[src/rtl/da_dct_pkg.sv]
// Shared definitions for the bit-serial DA ROM-row sequencers: state encoding,
// default widths and the ROM address/negate decode.
package da_dct_pkg;

    localparam int DA_DW = 16;
    localparam int DA_RW = 16;

    typedef enum logic [1:0] {
        IDLE = 2'd0,
        RUN  = 2'd1,
        DONE = 2'd2
    } da_state_e;

    // Only the rows with b0=0 are stored; b0=1 reads the complemented row and negates it.
    function automatic logic [3:0] da_addr(input logic b0, input logic b1,
                                           input logic b2, input logic b3);
        logic [2:0] a;
        a = {b1, b2, b3};
        if (b0) begin
            return {~a, 1'b1};
        end else begin
            return {a, 1'b0};
        end
    endfunction

endpackage

[src/rtl/da_shift_acc.sv]
// Shift-accumulator: adds or subtracts a sign-extended ROM word shifted left by
// the current bit-slice index.
module da_shift_acc
    import da_dct_pkg::*;
#(
    parameter int RW = DA_RW,
    parameter int ZW = 2 * DA_RW,
    parameter int SW = 4
) (
    input  logic          clk,
    input  logic          rst,
    input  logic          clr,
    input  logic          en,
    input  logic          sub,
    input  logic [SW-1:0] shamt,
    input  logic [RW-1:0] din,
    output logic [ZW-1:0] acc
);

    logic [ZW-1:0] ext_s;
    logic [ZW-1:0] term_s;
    logic [ZW-1:0] acc_r;

    // Sign-extend the ROM word to full width and weight it by the slice position.
    always_comb begin
        ext_s  = {{(ZW-RW){din[RW-1]}}, din};
        term_s = ext_s << shamt;
    end

    // Accumulator register; clear wins over accumulate.
    always_ff @(posedge clk or posedge rst) begin
        if (rst) begin
            acc_r <= {ZW{1'b0}};
        end else if (clr) begin
            acc_r <= {ZW{1'b0}};
        end else if (en) begin
            if (sub) begin
                acc_r <= acc_r - term_s;
            end else begin
                acc_r <= acc_r + term_s;
            end
        end else begin
            acc_r <= acc_r;
        end
    end

    assign acc = acc_r;

endmodule

[src/rtl/da_rom_seq_ctrl.sv]
// Bit-serial DA sequencer for one DCT coefficient: walks four samples LSB first,
// addresses the external coefficient ROM and shift-accumulates its words.
module da_rom_seq_ctrl
    import da_dct_pkg::*;
#(
    parameter int DW = DA_DW,
    parameter int RW = DA_RW,
    parameter int ZW = DW + RW
) (
    input  logic          clk,
    input  logic          rst,
    input  logic          in_valid,
    output logic          in_ready,
    input  logic [DW-1:0] x0,
    input  logic [DW-1:0] x1,
    input  logic [DW-1:0] x2,
    input  logic [DW-1:0] x3,
    output logic [2:0]    rom_addr,
    output logic          rom_cs,
    input  logic [RW-1:0] rom_data,
    output logic          out_valid,
    input  logic          out_ready,
    output logic [ZW-1:0] z,
    output logic          busy
);

    localparam int JW = $clog2(DW);
    localparam logic [1:0]    S_IDLE = IDLE;
    localparam logic [1:0]    S_RUN  = RUN;
    localparam logic [1:0]    S_DONE = DONE;
    localparam logic [JW-1:0] J_LAST = JW'(DW - 1);

    logic [1:0]    state_r;
    logic [JW-1:0] j_r;
    logic [DW-1:0] x0_r, x1_r, x2_r, x3_r;
    logic [3:0]    da_s;
    logic          run_s;
    logic          accept_s;
    logic          last_s;
    logic [ZW-1:0] acc_s;

    assign in_ready = (state_r == S_IDLE) && !rst;

    // Slice decode and ROM port drive; the ROM is only touched in RUN.
    always_comb begin
        run_s    = (state_r == S_RUN);
        accept_s = in_valid && in_ready;
        last_s   = run_s && (j_r == J_LAST);
        da_s     = da_addr(x0_r[0], x1_r[0], x2_r[0], x3_r[0]);
        if (run_s) begin
            rom_addr = da_s[3:1];
            rom_cs   = 1'b1;
        end else begin
            rom_addr = 3'b000;
            rom_cs   = 1'b0;
        end
    end

    // Sequencer FSM, slice counter and sample shift registers.
    always_ff @(posedge clk or posedge rst) begin
        if (rst) begin
            state_r <= S_IDLE;
            j_r     <= {JW{1'b0}};
            x0_r    <= {DW{1'b0}};
            x1_r    <= {DW{1'b0}};
            x2_r    <= {DW{1'b0}};
            x3_r    <= {DW{1'b0}};
        end else begin
            case (state_r)
                S_IDLE: begin
                    if (accept_s) begin
                        state_r <= S_RUN;
                        j_r     <= {JW{1'b0}};
                        x0_r    <= x0;
                        x1_r    <= x1;
                        x2_r    <= x2;
                        x3_r    <= x3;
                    end else begin
                        state_r <= S_IDLE;
                    end
                end
                S_RUN: begin
                    x0_r <= {1'b0, x0_r[DW-1:1]};
                    x1_r <= {1'b0, x1_r[DW-1:1]};
                    x2_r <= {1'b0, x2_r[DW-1:1]};
                    x3_r <= {1'b0, x3_r[DW-1:1]};
                    if (last_s) begin
                        state_r <= S_DONE;
                        j_r     <= {JW{1'b0}};
                    end else begin
                        j_r <= j_r + {{(JW-1){1'b0}}, 1'b1};
                    end
                end
                S_DONE: begin
                    if (out_ready) begin
                        state_r <= S_IDLE;
                    end else begin
                        state_r <= S_DONE;
                    end
                end
                default: begin
                    state_r <= S_IDLE;
                    j_r     <= {JW{1'b0}};
                end
            endcase
        end
    end

    // The sign slice carries negative weight, so it flips the add/sub sense.
    da_shift_acc #(
        .RW (RW),
        .ZW (ZW),
        .SW (JW)
    ) u_acc (
        .clk   (clk),
        .rst   (rst),
        .clr   (accept_s),
        .en    (run_s),
        .sub   (da_s[0] ^ last_s),
        .shamt (j_r),
        .din   (rom_data),
        .acc   (acc_s)
    );

    assign z         = acc_s;
    assign out_valid = (state_r == S_DONE);
    assign busy      = (state_r != S_IDLE);

endmodule

[config.mk]
export PLATFORM = sky130hd
export DESIGN_NAME = da_rom_seq_ctrl
export DESIGN_NICKNAME = d
export VERILOG_FILES = /design/src/rtl/da_dct_pkg.sv /design/src/rtl/da_shift_acc.sv /design/src/rtl/da_rom_seq_ctrl.sv
export SDC_FILE = /design/constraint.sdc
export NUM_CORES = 1
export LEC_CHECK = 0
export ABC_AREA = 1
export BUFFER_PORTS_ARGS = -buffer_cell sky130_fd_sc_hd__buf_2
export CORE_ASPECT_RATIO = 1.5
export CORE_MARGIN = 2
export CORE_UTILIZATION = 50
export DETAILED_ROUTE_END_ITERATION = 8
export PLACE_DENSITY = 0.72
export SYNTH_ARGS = -nofsm -noshare
export SYNTH_HDL_FRONTEND = slang
export SYNTH_SLANG_ARGS = --single-unit
export TNS_END_PERCENT = 50
[constraint.sdc]
create_clock -name clk -period 4.3 [get_ports clk]
set_input_delay 0.645 -clock clk [delete_from_list [all_inputs] [get_ports clk]]
set_output_delay 0.645 -clock clk [all_outputs]
set_load 0.02 [all_outputs]
# Word-level counts from Yosys, hierarchy flattened
# Cells that the tools add are included.
# op_classes
shift	1
n_bitwise	3
n_reduce_logical	10
n_mux	21
n_eq_ne	5
addsub	3
# op_table
op	count
$pmux W16 S2	4
$mux W32	3
$mux W16	4
$add A32 B32 Y32	1
$shl A32 B4 Y32	1
$sub A32 B32 Y32	1
$mux W4	3
$pmux W4 S3	1
$pmux W2 S3	1
$reduce_bool A2 Y1	3
$add A4 B1 Y4 const B	1
$eq A4 B4 Y1 const B	1
$mux W2	2
$reduce_and A2 Y1	2
$logic_and A1 B1 Y1	3
$mux W3	1
$not A3 Y3	1
$eq A2 B1 Y1 const B	1
$eq A2 B2 Y1 const B	1
$logic_not A2 Y1	1
$mux W1	2
$ne A2 B1 Y1 const B	1
$ne A2 B2 Y1 const B	1
$logic_not A1 Y1	1
2 further kinds	2
# word_totals
in_bits	84
reg_bits	102

# Logic depth before layout (Yosys ltp)
# Gate-level depths: netlist of run 1.
# depth
ltp_word	6
ltp_mapped	32
depth_no_buf	30

# By module
# From an unflattened synthesis of run 1, not the netlist that was laid out.
# unflattened
hier_cells	1269
hier_area_um2	8230.4
# by_module_without_submodules
mod	area_each_um2	instances	cells_each	seq_area_each_um2
da_shift_acc	4614.4	1	748	800.8
da_rom_seq_ctrl	3616.0	1	521	1751.7

# Worst setup path before layout of run 1
# OpenSTA, ideal clock, no wires.
# synth_path
kind	input to register
start	input rom_data[0]
end	register u_acc.acc_r[20] (netlist: u_acc.acc[20])
t_required_ns	4.177
setup_ns	0.123
n_path_buf	0
arrival_ns	3.244
path_stages	23
path_slack_ns	0.933
path_cell_list	nand2_1 nand2_1 nand4_1 ha_1 nand2_1 nor2_2 nand3_2 or2_1 nor3_2 nor2_1 xor2_1 ha_1 nand2_1 nor2_1 inv_1 o21ai_0 inv_1 nand2_1 inv_1 o21ai_0 a21oi_1 o21ai_0 nand2_1
# synth_via
elab_chain_len	5
word_cells_on_any_way	6
cone_classes	add/sub: 2; shift: 1; mux: 3
# synth_lines
element	line_no	source
from (decl)	da_rom_seq_ctrl.sv:20	input logic [RW-1:0] rom_data,
$shl A32 B4 Y32 *	da_shift_acc.sv:27	term_s = ext_s << shamt;
$add A32 B32 Y32 / $sub A32 B32 Y32 (equally long branches)	da_shift_acc.sv:40, da_shift_acc.sv:38	
$mux W32 *	da_shift_acc.sv:37	if (sub) begin
$mux W32 *	da_shift_acc.sv:36	end else if (en) begin
$mux W32 *	da_shift_acc.sv:34	end else if (clr) begin
to (signal assigned)	da_shift_acc.sv:35	acc_r <= {ZW{1'b0}};
to (signal assigned)	da_shift_acc.sv:38	acc_r <= acc_r - term_s;
to (signal assigned)	da_shift_acc.sv:40	acc_r <= acc_r + term_s;
to (decl)	da_shift_acc.sv:22	logic [ZW-1:0] acc_r;
# Every way passes the cells marked *; elsewhere a longest branch is shown, timed or not. The select of a mux whose other input is x is not followed.
# A chain may end at the register's enable or synchronous reset.

# Final worst setup path of run 1
# layout_path
start	register j_r[1]
end	register u_acc.acc_r[27] (netlist: u_acc.acc[27])
# layout_via
elab_chain_len	6
word_cells_on_any_way	9
cone_classes	add/sub: 2; eq/ne: 1; shift: 1; mux: 3; bitwise: 1; reduce/logical: 1
# layout_lines
element	line_no	source
from (decl)	da_rom_seq_ctrl.sv:34	logic [JW-1:0] j_r;
from (signal assigned)	da_rom_seq_ctrl.sv:63	j_r <= {JW{1'b0}};
from (signal assigned)	da_rom_seq_ctrl.sv:73	j_r <= {JW{1'b0}};
from (signal assigned)	da_rom_seq_ctrl.sv:89	j_r <= {JW{1'b0}};
branches (longest 3 deep; another with $add A32 B32 Y32)	--	
$mux W32 *	da_shift_acc.sv:37	
$mux W32 *	da_shift_acc.sv:36	
$mux W32 *	da_shift_acc.sv:34	
to (signal assigned)	da_shift_acc.sv:33	acc_r <= {ZW{1'b0}};
to (signal assigned)	da_shift_acc.sv:35	
to (signal assigned)	da_shift_acc.sv:38	
# Every way passes the cells marked *. The select of a mux whose other input is x is not followed.

==> metrics.md, run 1 <==
| Metric | Value |
|---|---|
| Status | finished clean |
| DRC Markers | 0 |
| Die W | 107 um |
| Hpwl dp | 16,400 um |
| Clk_skew | 0.0170 ns |
| Io pins | 123 |
| GPL Wtd Cong | 0.970 |
| Syn Inst Count | 1,131 |
| FMAX | 249 MHz |
| GRT Max-Usage Layer | met2 |
| Netlist Area Pre-Place | 0.00796 sq mm |
| Critical Path Sink Type | flop |
| Critical-path maximum fanout | 14 |
| Worst endpoint required time | 4.55 ns |
| Worst Setup Start Kind | flop |
| CTS tree | yes |
| CTS Hold Bufs | 0 |
| Layout cells sized above 1 | 17.8% |
| Clock slew at reported path FFs | 0.08 ns |
| Total Nets Final | 1,346 |
| First-pass GRT wire length | 35,900 um |
| Final hold vios | 0 |
| Die area | 0.0170 sq mm |
| Clock sink count | 102 |
| IO Port Bufs | 122 |
| Final Cycle Share | 93.5% |
| CP dominant cell by count | nand2_1 |
| Met3 Resource Use GR | 3.85% |
| Most common cell after layout, fill and taps aside | nand2_1 |
| Synth Warn # | 0 |
| Vias/cell | 5.55 |
| Detailed router's first-iteration violation count | 484 |
| Crit-path leading delay family | compound AO/OA/AOI/OAI gates |
| # Max-Cap Violations | 0 |
| Routed WL | 22,000 um |
| Post-synth EDFFs | 0 |
| Floorplan row count | 56 |
| H-tree levels | 3 |
| Post-synth ARST share | 100% |
| DP Area | 0.00867 sq mm |
| Syn Area/Cell | 7.03 sq um |
| Initial core utilization | 50.9% |
| Synthesis-to-finish area growth | 14.0% |
| Worst path bufs/invs | 2 |
| Register area share after synthesis | 32.1% |
| Clock latency on the worst-skew pair | 0.36 ns |
| Slowest CP cell | dfrtp_1 |
| Cell taking the most area after synthesis | dfrtp_1 |
| Fin area | 0.00907 sq mm |
| Total congestion overflow | 0 |
| Total iterations of the first detailed-routing run | 5 |
| Area share of the leading cell type in the synthesized netlist | 32.1% |
| Final min period | 4.02 ns |
| Relative slew slack | 34.4% |
| Vias | 7,966 |
| CTS root buf | clkbuf_16 |
| Die Height | 158 um |
| CP max stage delay | 0.47 ns |
| Synth cell types | 50 |
| Setup CP Type | reg2reg |
| N_diodes | 0 |
| Synth area leaders | dfrtp_1, nand2_1, inv_1, a221oi_1, ha_1 |
| Hold WC Path Type | in2async |
| Synth Flop Type | dfrtp_1 |
| Setup violations, final | 0 |
| Slew Viols, Final | 0 |
| Worst-Margin Slew | 0.985 ns |
| Largest net degree at the start of global routing | 77 |
| WL per Instance | 15.3 um |
| Post-route ant nets | 0 |
| Vias in the first global route | 7,610 |
| Syn nets | 1,249 |
| Most frequent cells in the layout | nand2_1, inv_1, buf_2, dfrtp_1, nand3_1 |
| Arr. time, crit path | 4.27 ns |
| Crit path cell chain | buf_4 > nand3_1 > nand3_1 > nand2_1 > o21ai_2 > nand2_1 > nor2_1 > nand2_1 > nor2_2 > nand2_2 > nand2_1 > xor2_1 > ha_1 > a21oi_1 > o21ai_0 > inv_1 > o21ai_0 > a221oi_1 > o21ai_0 > o21ai_0 > nand2_1 |
| Gr usage total | 26.4% |
| Initial antenna violation count | 0 |
| Clock tree buffer depth | 2 |
| Total CTS buffers | 9 |
| Yosys reg bits | 102 |
| Met1 Usage GRT | 31.8% |
| Final core occ | 58.0% |
| Core box area | 0.0156 sq mm |
| Global Route met2 Usage | 47.1% |
metrics by stage:
step	hold WS (ns)	TNS, ns	instances	setup slack (ns)
after global routing	0.508	-0.00596	1436	-0.00596
after floorplan	0.491	0	1131	0.933
after detailed placement	0.500	0	1418	0.0925
after global placement	0.502	0	1418	0.0923
after CTS	0.505	0	1434	0.151
final	0.508	0	1436	0.280
state kept, by name, summed over array words and instances (netlist names):
signal,count
x0_r,16
x1_r,16
x2_r,16
x3_r,16
u_acc.acc,32
j_r,4
state_r,2
per-layer routing:
layer	vias up	part of all wire, %
met5	-	0
met4	0	3.7
met3	42	4.9
met2	225	51
met1	3705	40
li1	3994	-
path summary, 6_finish.rpt:
path,start,endpoint,slack [ns],cells past startpoint
max in group asynchronous,rst,j_r[0],2.87,3
min in group clk,out_ready,state_r[1],0.51,2
hold reg to reg,u_acc.acc[19],u_acc.acc[19],0.52,2
hold / removal,rst,x1_r[2],0.51,2
setup reg to reg,j_r[1],u_acc.acc[27],0.28,21
setup / recovery,j_r[1],u_acc.acc[27],0.28,21
synth_stat cells, drive strengths merged (2+ instances only):
cell type / count
nand2: 280
inv: 154
dfrtp: 102
nand3: 89
o21ai: 81
nor2: 80
nor3: 67
a221oi: 60
a21oi: 58
ha: 33
clkbuf: 30
buf: 20
xor2: 20
xnor2: 11
a31oi: 6
o211ai: 6
nand4: 5
o21a: 5
or2: 4
a21o: 3
o21bai: 3
o22ai: 3
a32o: 2
nor3b: 2
timing repair:
action | CTS | global route
setup buffers | 0 | 2
resized for setup | 0 | 18
setup endpoints to repair | 0 | 12
final cells by class:
class / instances / area (sq um)
flip-flops and latches: 102 / 2550
fillers: 1526 / 6560
inverters: 154 / 592
clock buffers: 10 / 239
well taps: 203 / 254
multi-input cells: 825 / 4650
repair buffers: 136 / 719
clock inverters: 6 / 63.8
cell families after synthesis:
group | Yosys count | synth area share [%]
and+or+nand+nor | 529 | 29.6
AOI/OAI and AO/OA | 231 | 18.9
buffers and inverters | 204 | 10.5
DFF | 102 | 32.1
adders and majority gates | 34 | 5.44
xor gates and xnor gates | 31 | 3.51
Power of run 1 is not shown: default switching activity piles up to over one toggle a cycle in this logic, so the estimate is an artifact.
==> run 2, diff against run 1 <==
==> constraint.sdc (replaced) <==
create_clock -name clk -period 4.92 [get_ports clk]
set_input_delay 0.738 -clock clk [delete_from_list [all_inputs] [get_ports clk]]
set_output_delay 0.738 -clock clk [all_outputs]
set_load 0.02 [all_outputs]
==> metrics.md, run 2 (same netlist as run 1, synthesis figures left out) <==
| Metric | Value |
|---|---|
| Setup total negative slack | 0 ns |
| CTS root buf | clkbuf_16 |
| WL per Instance | 15.0 um |
| H-tree levels | 3 |
| Worst r2r src | j_r[1] |
| Worst Setup Start Kind | flop |
| Crit path launch | j_r[1] |
| Worst path bufs/invs | 2 |
| Layout cells sized above 1 | 16.8% |
| CP dominant cell by count | nand2_1 |
| Die W | 107 um |
| Setup CP Type | reg2reg |
| N_diodes | 0 |
| CP Depth | 21 |
| Worst endpoint required time | 5.16 ns |
| CP max stage delay | 0.60 ns |
| Fin area | 0.00896 sq mm |
| Hold WC Path Type | reg2reg |
| Met1 Usage GRT | 30.3% |
| DP Area | 0.00866 sq mm |
| Most frequent cells in the layout | nand2_1, inv_1, buf_2, dfrtp_1, nand3_1 |
| IO Port Bufs | 122 |
| Die area | 0.0170 sq mm |
| DRC Markers | 0 |
| # fillers | 1,581 |
| Most common cell after layout, fill and taps aside | nand2_1 |
| Synthesis-to-finish area growth | 12.7% |
| Initial antenna violation count | 0 |
| Crit path cell chain | inv_2 > nand3_2 > nor2_1 > nand2_2 > ha_1 > nand2_1 > nor2_2 > nand3_2 > or2_1 > nor3_2 > nor2_1 > xor2_1 > ha_1 > a21oi_1 > o21a_1 > a21boi_0 > nand2_1 > a21oi_1 > inv_1 > o21ai_0 > nand2_1 |
| Setup Fix Bufs, Post-CTS | 0 |
| Setup violations, final | 0 |
| Clock latency on the worst-skew pair | 0.35 ns |
| First-pass GRT wire length | 35,500 um |
| Arr. time, crit path | 4.44 ns |
| Vias in the first global route | 7,641 |
| Slew Viols, Final | 0 |
| Clock slew at reported path FFs | 0.08 ns |
| Min-delay src | u_acc.acc[27] |
| Gr usage total | 26.0% |
| Final hold vios | 0 |
| Post-CTS sizing | 0 |
| Core box area | 0.0156 sq mm |
| Post-route ant nets | 0 |
| Total Nets Final | 1,341 |
| Io pins | 123 |
| Initial core utilization | 50.9% |
| FMAX | 238 MHz |
| GPL Wtd Cong | 0.971 |
| CTS Hold Bufs | 0 |
| Total congestion overflow | 0 |
| Met3 Resource Use GR | 4.22% |
| GRT Max-Usage Layer | met2 |
| WHS Path Cells | 2 |
| Critical-path maximum fanout | 20 |
| Max reg flops | 32 |
| Hpwl dp | 16,300 um |
| Clk_skew | 0.00888 ns |
| Total iterations of the first detailed-routing run | 6 |
| Clock tree buffer depth | 2 |
| Die Height | 158 um |
| Floorplan row count | 56 |
| Vias | 7,880 |
| Final min period | 4.20 ns |
| Crit-path leading delay family | simple AND/OR/NAND/NOR gates |
| RSZ-0062 raised after global routing | false |
| Clock sink count | 102 |
| Final Cycle Share | 85.3% |
| Routed WL | 21,400 um |
| # Max-Cap Violations | 0 |
| Critical Path Sink Type | flop |
| Worst reg2reg path depth | 21 |
| Worst-Margin Slew | 1.01 ns |
| Largest net degree at the start of global routing | 112 |
| Global Route met2 Usage | 47.8% |
| Total CTS buffers | 9 |
| Slowest CP cell | dfrtp_2 |
| Final core occ | 57.4% |
| Status | finished clean |
| Relative slew slack | 33.0% |
| Detailed router's first-iteration violation count | 354 |
| CTS tree | yes |
| Vias/cell | 5.51 |
==> run 2: cell types whose count changed in the layout (fill, tap and decap cells not counted), sizes merged <==
cell / delta
inv: +1
buf: -5
clkinv: +1
clkbuf: -1
clkinvlp: -1
==> run 2: through the flow <==
step                setup WS [ns]  hold WS (ns)  cells
CTS                         0.483         0.516   1431
global placement            0.487         0.497   1415
global route                0.159         0.537   1431
finish                      0.724         0.515   1431
floorplan                    1.46         0.491   1131
detailed placement          0.510         0.497   1415
==> run 2: routing by layer <==
layer | up-vias | wire length [um]
met5 | - | 0
met4 | 0 | 607
met3 | 37 | 1010
met2 | 210 | 11100
met1 | 3624 | 8700
li1 | 4009 | -
==> run 2: path summary, 6_finish.rpt <==
kind / endpoint / slack, ns
setup / recovery: u_acc.acc[19] / 0.72
setup reg to reg: u_acc.acc[19] / 0.72
min in group asynchronous: x1_r[15] / 0.56
hold / removal: u_acc.acc[27] / 0.52
hold reg to reg: u_acc.acc[27] / 0.52
max in group asynchronous: j_r[0] / 3.34
==> run 2: cell type report <==
cell class	count	area (sq um)	area share [%]
repair buffers	131	691	7.70
multi-input cells	825	4580	51.1
inverters	154	586	6.53
flip-flops and latches	102	2550	28.5
well taps	203	254	2.83
clock buffers	9	225	2.51
clock inverters	7	75.1	0.837
==> run 2: worst min-delay path: stages, from the launching register on <==
cell and delay (ns):
dfrtp_1 0.38, nand2_1 0.06, nand2_1 0.05
Power of run 2 is left out for the same reason.
==> run 3, diff against run 2 <==
--- a/config.mk
+++ b/config.mk
@@ -8,7 +8,6 @@
 export ABC_AREA = 1
 export BUFFER_PORTS_ARGS = -buffer_cell sky130_fd_sc_hd__buf_2
 export CORE_ASPECT_RATIO = 1.5
-export CORE_MARGIN = 2
 export CORE_UTILIZATION = 50
 export DETAILED_ROUTE_END_ITERATION = 8
 export PLACE_DENSITY = 0.72
==> metrics.md, run 3 (same netlist as run 1, synthesis figures left out) <==
| Metric | Value |
|---|---|
| Status | finished clean |
| Routed WL | 21,100 um |
| Synthesis-to-finish area growth | 12.6% |
| Worst-Margin Slew | 1.06 ns |
| Initial core utilization | 50.9% |
| Setup WS post-layout | 0.541 ns |
| # fillers | 1,537 |
| Post-CTS sizing | 0 |
| Vias | 7,882 |
| Worst Setup Start Kind | flop |
| Slew Viols, Final | 0 |
| Post-route ant nets | 0 |
| Clock sink count | 102 |
| Vias/cell | 5.51 |
| Clock tree buffer depth | 2 |
| Arr. time, crit path | 4.62 ns |
| Relative slew slack | 29.5% |
| Hpwl dp | 15,900 um |
| Clock latency on the worst-skew pair | 0.36 ns |
| CTS root buf | clkbuf_16 |
| Max reg flops | 32 |
| Total CTS buffers | 9 |
| Setup violations, final | 0 |
| Total iterations of the first detailed-routing run | 7 |
| Floorplan row count | 56 |
| N_diodes | 0 |
| Final hold vios | 0 |
| Largest net degree at the start of global routing | 113 |
| Worst endpoint required time | 5.16 ns |
| Die W | 105 um |
| Final min period | 4.38 ns |
| Clk_skew | 0.0130 ns |
| RSZ-0062 raised after global routing | false |
| FMAX | 228 MHz |
| Core box area | 0.0156 sq mm |
| Finished Layout Cells | 1,431 |
| CTS tree | yes |
| Critical-path maximum fanout | 20 |
| DP Cell Count | 1,415 |
| Initial antenna violation count | 0 |
| WL per Instance | 14.7 um |
| Most common cell after layout, fill and taps aside | nand2_1 |
| Layout cells sized above 1 | 16.7% |
| Vias in the first global route | 7,524 |
| IO Port Bufs | 122 |
| Detailed router's first-iteration violation count | 345 |
| Final Cycle Share | 89.0% |
| Die Height | 156 um |
| Total Nets Final | 1,341 |
| # Max-Cap Violations | 0 |
| Setup WS pre-CTS | 0.443 ns |
| GPL Wtd Cong | 0.963 |
| Setup total negative slack | 0 ns |
| Clock slew at reported path FFs | 0.08 ns |
| Setup CP Type | reg2reg |
| Io pins | 123 |
| Most frequent cells in the layout | nand2_1, inv_1, buf_2, dfrtp_1, nand3_1 |
| First-pass GRT wire length | 34,900 um |
| Hold WC Path Type | reg2reg |
| Critical Path Sink Type | flop |
| H-tree levels | 3 |
| CTS Hold Bufs | 0 |
| Setup Fix Bufs, Post-CTS | 0 |
| Gr usage total | 26.4% |
| DRC Markers | 0 |
| Die area | 0.0164 sq mm |
| Total congestion overflow | 0 |
## run 3: cell count changes in the layout (fill, tap and decap cells not counted)
cell        before  now
clkinvlp_4       1    0
inv_8            3    2
inv_6            1    2
dfrtp_1        100  101
dfrtp_2          2    1
clkinv_4         2    3
## run 3: worst paths after layout
check	cells past startpoint	startpoint	slack, ns	endpoint
max reg2reg	21	j_r[0]	0.54	u_acc.acc[19]
min reg2reg	2	u_acc.acc[26]	0.51	u_acc.acc[26]
min in group asynchronous	2	rst	0.62	x1_r[15]
min	2	u_acc.acc[26]	0.51	u_acc.acc[26]
max	21	j_r[0]	0.54	u_acc.acc[19]
max in group asynchronous	3	rst	3.41	x3_r[0]
## run 3: final cells by class
| class | count | area (sq um) | share of cell area [%] |
|---|---|---|---|
| timing repair buffer | 131 | 691 | 7.71 |
| tap | 203 | 254 | 2.83 |
| inverter | 154 | 586 | 6.53 |
| clock inverter | 7 | 73.8 | 0.824 |
| multi-input combinational | 825 | 4580 | 51.1 |
| clock buffer | 9 | 225 | 2.51 |
| sequential | 102 | 2550 | 28.5 |
## run 3: per-layer routing
| metal | GRT usage, % | wire (um) | vias to the layer above |
|---|---|---|---|
| met5 | 0 | 0 | - |
| met2 | 46.8 | 10600 | 205 |
| li1 | - | - | 4005 |
| met4 | 12.0 | 742 | 0 |
| met3 | 4.21 | 938 | 49 |
| met1 | 31.3 | 8830 | 3623 |
## run 3: worst max-delay path: stages (launching register included)
cell      delay (ns)
dfrtp_1         0.76
inv_6           0.18
nand2_1         0.12
nand2_1         0.07
nand4_1         0.12
ha_1            0.19
nand2_1         0.08
nor2_2          0.12
nand3_2         0.12
or2_1           0.28
nor3_2          0.20
nor2_1          0.08
xor2_1          0.24
ha_1            0.34
a21oi_1         0.23
o21a_1          0.18
a21boi_0        0.19
nand2_1         0.19
a21oi_1         0.22
inv_1           0.07
o21ai_0         0.20
nand2_1         0.07
## run 3: stage by stage
stage	cell area, sq um	utilization, %	hold WS, ns
floorplan	7960	-	0.491
finish	8960	57.4	0.513
detailed placement	8660	55.4	0.497
CTS	8960	57.4	0.517
global placement	8660	55.4	0.494
global route	8960	57.4	0.534
Power of run 3 is left out for the same reason.
